### src/rtl/square_wave_meter.sv
// Measures the high time, low time and period of each complete cycle of an
// asynchronous square wave, in clk cycles. Results appear together with a one-cycle meas_valid.
module square_wave_meter #(
  parameter int N = 4
) (
  input  logic         clk,
  input  logic         rst,
  input  logic         sig_in,
  output logic [N-1:0] high_time,
  output logic [N-1:0] low_time,
  output logic [N:0]   period,
  output logic         meas_valid,
  output logic         ovf
);

  typedef enum logic [1:0] {IDLE, ARMED, HIGH, LOW} state_t;

  localparam logic [N-1:0] CNT_MAX = '1;
  localparam logic [N-1:0] CNT_ONE = N'(1);

  state_t       state, state_nxt;
  logic         sync1, s, prev;
  logic [1:0]   warm;
  logic         rise, fall;
  logic [N-1:0] cnt, hold_hi;
  logic         hi_ovf, lo_ovf, hold_ovf;

  // FSM control decodes
  logic start_cnt, inc_hi, inc_lo, latch_hi, publish;

  // The synchronizer flops reset to 0, so s only shows the real pin level two
  // edges after reset. warm marks that point so IDLE cannot arm on a fake low.
  always_ff @(posedge clk or posedge rst) begin
    if (rst) begin
      sync1 <= 1'b0;
      s     <= 1'b0;
      prev  <= 1'b0;
      warm  <= 2'b00;
    end else begin
      // NOTE: non-blocking assignments make every flop sample the pre-edge values;
      // blocking ones here would collapse the synchronizer into a single stage.
      sync1 <= sig_in;
      s     <= sync1;
      prev  <= s;
      warm  <= {warm[0], 1'b1};
    end
  end

  assign rise = s & ~prev;
  assign fall = ~s & prev;

  always_ff @(posedge clk or posedge rst) begin
    if (rst) state <= IDLE;
    else     state <= state_nxt;
  end

  always_comb begin
    // NOTE: default first so every path assigns state_nxt and no latch is inferred.
    state_nxt = state;
    case (state)
      IDLE:  if (warm[1] && !s) state_nxt = ARMED;
      ARMED: if (rise)          state_nxt = HIGH;
      HIGH:  if (fall)          state_nxt = LOW;
      LOW:   if (rise)          state_nxt = HIGH;
      default:                  state_nxt = IDLE;
    endcase
  end

  always_comb begin
    start_cnt = 1'b0;
    inc_hi    = 1'b0;
    inc_lo    = 1'b0;
    latch_hi  = 1'b0;
    publish   = 1'b0;
    case (state)
      ARMED: start_cnt = rise;
      HIGH: begin
        start_cnt = fall;
        latch_hi  = fall;
        inc_hi    = s;
      end
      LOW: begin
        start_cnt = rise;
        publish   = rise;
        inc_lo    = ~s;
      end
      default: ;
    endcase
  end

  // Phase counter and overflow flags; a new phase always begins at 1 so the
  // edge cycle itself is counted.
  always_ff @(posedge clk or posedge rst) begin
    if (rst) begin
      cnt    <= '0;
      hi_ovf <= 1'b0;
      lo_ovf <= 1'b0;
    end else if (start_cnt) begin
      cnt <= CNT_ONE;
      if (state != HIGH) begin
        hi_ovf <= 1'b0;
        lo_ovf <= 1'b0;
      end
    end else if (inc_hi || inc_lo) begin
      if (cnt != CNT_MAX) cnt    <= cnt + CNT_ONE;
      else if (inc_hi)    hi_ovf <= 1'b1;
      else                lo_ovf <= 1'b1;
    end
  end

  // High result waits here until the closing rise publishes the full cycle.
  always_ff @(posedge clk or posedge rst) begin
    if (rst) begin
      hold_hi  <= '0;
      hold_ovf <= 1'b0;
    end else if (latch_hi) begin
      hold_hi  <= cnt;
      hold_ovf <= hi_ovf;
    end
  end

  always_ff @(posedge clk or posedge rst) begin
    if (rst) begin
      high_time  <= '0;
      low_time   <= '0;
      period     <= '0;
      ovf        <= 1'b0;
      meas_valid <= 1'b0;
    end else begin
      meas_valid <= publish;
      if (publish) begin
        high_time <= hold_hi;
        low_time  <= cnt;
        period    <= (N+1)'(hold_hi) + (N+1)'(cnt);
        ovf       <= hold_ovf | lo_ovf;
      end
    end
  end

endmodule

### config.mk
export PLATFORM = sky130hd
export DESIGN_NAME = square_wave_meter
export DESIGN_NICKNAME = d
export VERILOG_FILES = /design/src/rtl/square_wave_meter.sv
export SDC_FILE = /design/constraint.sdc
export NUM_CORES = 1
export LEC_CHECK = 0
export CAP_MARGIN = 20
export CELL_PAD_IN_SITES_DETAIL_PLACEMENT = 0
export CELL_PAD_IN_SITES_GLOBAL_PLACEMENT = 1
export CORE_MARGIN = 2
export CORE_UTILIZATION = 46
export CTS_BUF_LIST = sky130_fd_sc_hd__clkbuf_4 sky130_fd_sc_hd__clkbuf_8
export DETAILED_ROUTE_END_ITERATION = 6
export PLACE_DENSITY_LB_ADDON = 0.1
export SLEW_MARGIN = 30
export SYNTH_ARGS = -nofsm -noshare
export SYNTH_HDL_FRONTEND = slang
export SYNTH_SLANG_ARGS = --single-unit
### constraint.sdc
create_clock -name clk -period 1.9 [get_ports clk]
set_clock_uncertainty 0.1 [all_clocks]
set_input_delay 0.38 -clock clk [delete_from_list [all_inputs] [get_ports clk]]
set_output_delay 0.38 -clock clk [all_outputs]
set_load 0.02 [all_outputs]
==> flow_metrics.py <==
metrics = {
    "power_and_ir_drop": {
        "ir_worst_vdd_v": 0.000778,
        "total_power_uw": 2640,
        "powerDensity_nw_per_um2": 1530,
        "p_leak_uw": 0.000820,
    },
    "critical_path": {
        "rrSetupSlack_ns": 0.28,
        "critPathLaunchType": "register",
        "cp_top_family": "buffers and inverters",
        "reg2reg_from": "cnt[0]$_DFFE_PP0P_",
        "startpoint": "low_time[2]$_DFFE_PP0P_",
        "crit_path_end_kind": "output port",
        "reg2regPathDepth": 5,
        "path_cells": "clkdlybuf4s50_1",
        "cp_max_fo": 2,
        "cpMaxStageDelayCell": "clkdlybuf4s50_1",
        "crit_buf_inv": 1,
        "worstSetupPathType": "reg -> out",
        "crit_arrival_ns": 1.29,
        "worstPathRequired_ns": 1.42,
        "r2r_end": "period[4]$_DFFE_PP0P_",
        "max_stage_delay_ns": 0.61,
    },
    "floorplan": {
        "ios": 18,
        "core_sq_um": 3030,
        "die_area_sq_um": 3600,
        "start_util_pct": 47.7,
        "die-height_microns": 60.0,
        "die_w_microns": 60.0,
        "placementRows": 20,
    },
    "finish": {
        "area_delta_synth_final_pct": 19.9,
        "fillers": 271,
        "nets": 142,
        "antennaDiodeCount": 0,
        "drive_above_1_share_pct": 23.9,
        "fin_area_sq_um": 1730,
        "final_util_pct": 57.2,
    },
    "timing": {
        "tns_ns": 0,
        "post-route-period-util_pct": 93.3,
        "fin_crit_ns": 1.77,
        "finalMaxSlewViolations": 0,
        "hold_viol": 0,
        "clock.fmax_mhz": 564,
        "rsz0062_at_grt": "false",
        "setup-violations-final": 0,
        "hold_ws_ns": 0.258,
    },
    "synth": {
        "synthArstFlopShare_pct": 100,
        "syn_area_sq_um": 1440,
        "synthTopCellsByCount": "dfrtp_1 (33), mux2_2 (14), nand2_1 (6), o21ai_0 (6)",
        "synth_nets": 117,
        "synth_most_common_cell": "dfrtp_1",
        "yosysSeqAreaShare_pct": 57.2,
        "avgSynthCellArea_sq_um": 13.4,
        "synth-seq-cells": 33,
        "synth_edf_count": 0,
        "synth_area_leaders": "dfrtp_1 (57%), mux2_2 (11%), ha_1 (4.3%)",
        "synth_area_leader_cell": "dfrtp_1",
        "synth_top_area_share_pct": 57.2,
        "syn-instance-count": 108,
        "synth_ff_type": "dfrtp_1",
        "netlist-cell-type-count": 34,
        "synth_warnings": 0,
    },
    "grt": {
        "grt_start_max_net_pins": 34,
        "grt_overflow": 0,
        "grt_first_pass_wirelength_mm": 3.65,
        "grt_pass1_vias": 812,
        "antenna_found_initial": 0,
        "track_usage_pct": 14.4,
    },
    "cts": {
        "clock_latency_ns": 0.32,
        "holdBufCountCts": 0,
        "cts_resized": 0,
        "cts.htree.levels": 2,
        "cts_tree": "built",
        "numCtsBuffers": 5,
        "cts_setup_buffers": 0,
        "clkTransAtPathRegs_ns": 0.09,
        "clock_path_buffers": 2,
        "cts-root-buf": "clkbuf_4",
        "clock-sinks": 33,
    },
    "detailed_routing": {
        "vias": 854,
        "first_pass_iters": 2,
        "route.detailed.drc": 0,
        "drt-vias-per-instance": 4.80,
        "ant_nets": 0,
        "drtIter0Drc": 27,
        "wirelength_mm": 2.14,
        "wire_per_inst_microns": 12.0,
    },
    "status": {
        "outcome": "finished clean",
    },
    "placed_design": {
        "placed_area_sq_um": 1670,
        "routabilityCongestion": 0.701,
        "numPortBuffers": 17,
        "dp.final_hpwl_mm": 1.51,
    },
    "worst_hold_path": {
        "hp-start": "sync1$_DFF_PP0_",
        "hold_class": "reg -> reg",
        "whs_endpoint": "s$_DFF_PP0_",
        "whs_path_depth": 0,
    },
    "flow_run": {
        "maxCapViolCount": 0,
    },
}
stage by stage:
stage,instances,worst slack (ns)
2_1_floorplan,108,0.297
4_1_cts,178,0.101
6_report,178,0.127
5_1_grt,178,0.0638
3_5_place_dp,170,0.287
3_3_place_gp,170,0.302
worst max path at each step:
stage          cells after the start  slack, ns                      to
2_1_floorplan                      5       0.30   period[4]$_DFFE_PP0P_
3_3_place_gp                       3       0.30  hold_hi[0]$_DFFE_PP0P_
3_5_place_dp                       5       0.29   period[4]$_DFFE_PP0P_
4_1_cts                            1       0.10             low_time[2]
5_1_grt                            1       0.06             low_time[2]
6_report                           1       0.13             low_time[2]
cells in the final DEF (no fill, tap or decap), types with 2 or more instances in the layout:
cell type         n
a21oi_1           4
a21o_1            5
mux2i_1           2
nand2_1           6
inv_1             5
clkdlybuf4s50_1  17
buf_4             5
ha_1              5
mux2_2           14
o21ai_0           6
nand3_1           2
dfrtp_1          33
clkbuf_4          8
a31oi_1           2
cell type report:
| type | count | area, sq um | share of cell area (%) |
|---|---|---|---|
| sequential | 33 | 826 | 47.7 |
| multi-input combinational | 66 | 564 | 32.6 |
| timing repair buffer | 22 | 208 | 12.0 |
| clock buffer | 8 | 60.1 | 3.47 |
| tap | 44 | 55.1 | 3.18 |
| inverter | 5 | 18.8 | 1.08 |
logic make-up after synthesis:
| family | after synthesis | share of synthesized area, % |
|---|---|---|
| AOI/OAI and AO/OA | 25 | 11.8 |
| DFF | 33 | 57.2 |
| buffers and inverters | 9 | 3.73 |
| xor gates and xnor gates | 2 | 1.21 |
| muxes | 17 | 13.3 |
| and+or+nand+nor | 15 | 6.76 |
| adders and majority gates | 6 | 5.72 |
| other | 1 | 0.260 |
flip-flops by register name, indices dropped and copies added, names as in the netlist:
name and cells:
cnt 4, hi_ovf 1, high_time 4, hold_hi 4, hold_ovf 1, lo_ovf 1
low_time 4, meas_valid 1, ovf 1, period 5, prev 1, s 1
state 2, sync1 1, warm 2
per-layer routing:
layer,GRT usage (%),routed length (microns),vias up
met4,6.67,46,0
met5,0,0,-
li1,-,-,433
met2,20.3,894,17
met3,7.14,109,5
met1,18.5,1090,399
power breakdown:
part | switching, uW | leakage [uW] | internal (uW)
sequential | 186 | 0.000401 | 954
clock | 205 | 0.0000368 | 190
combinational | 502 | 0.000382 | 605
total | 894 | 0.000820 | 1750
No activity file was read; power rests on OpenSTA's default activity.
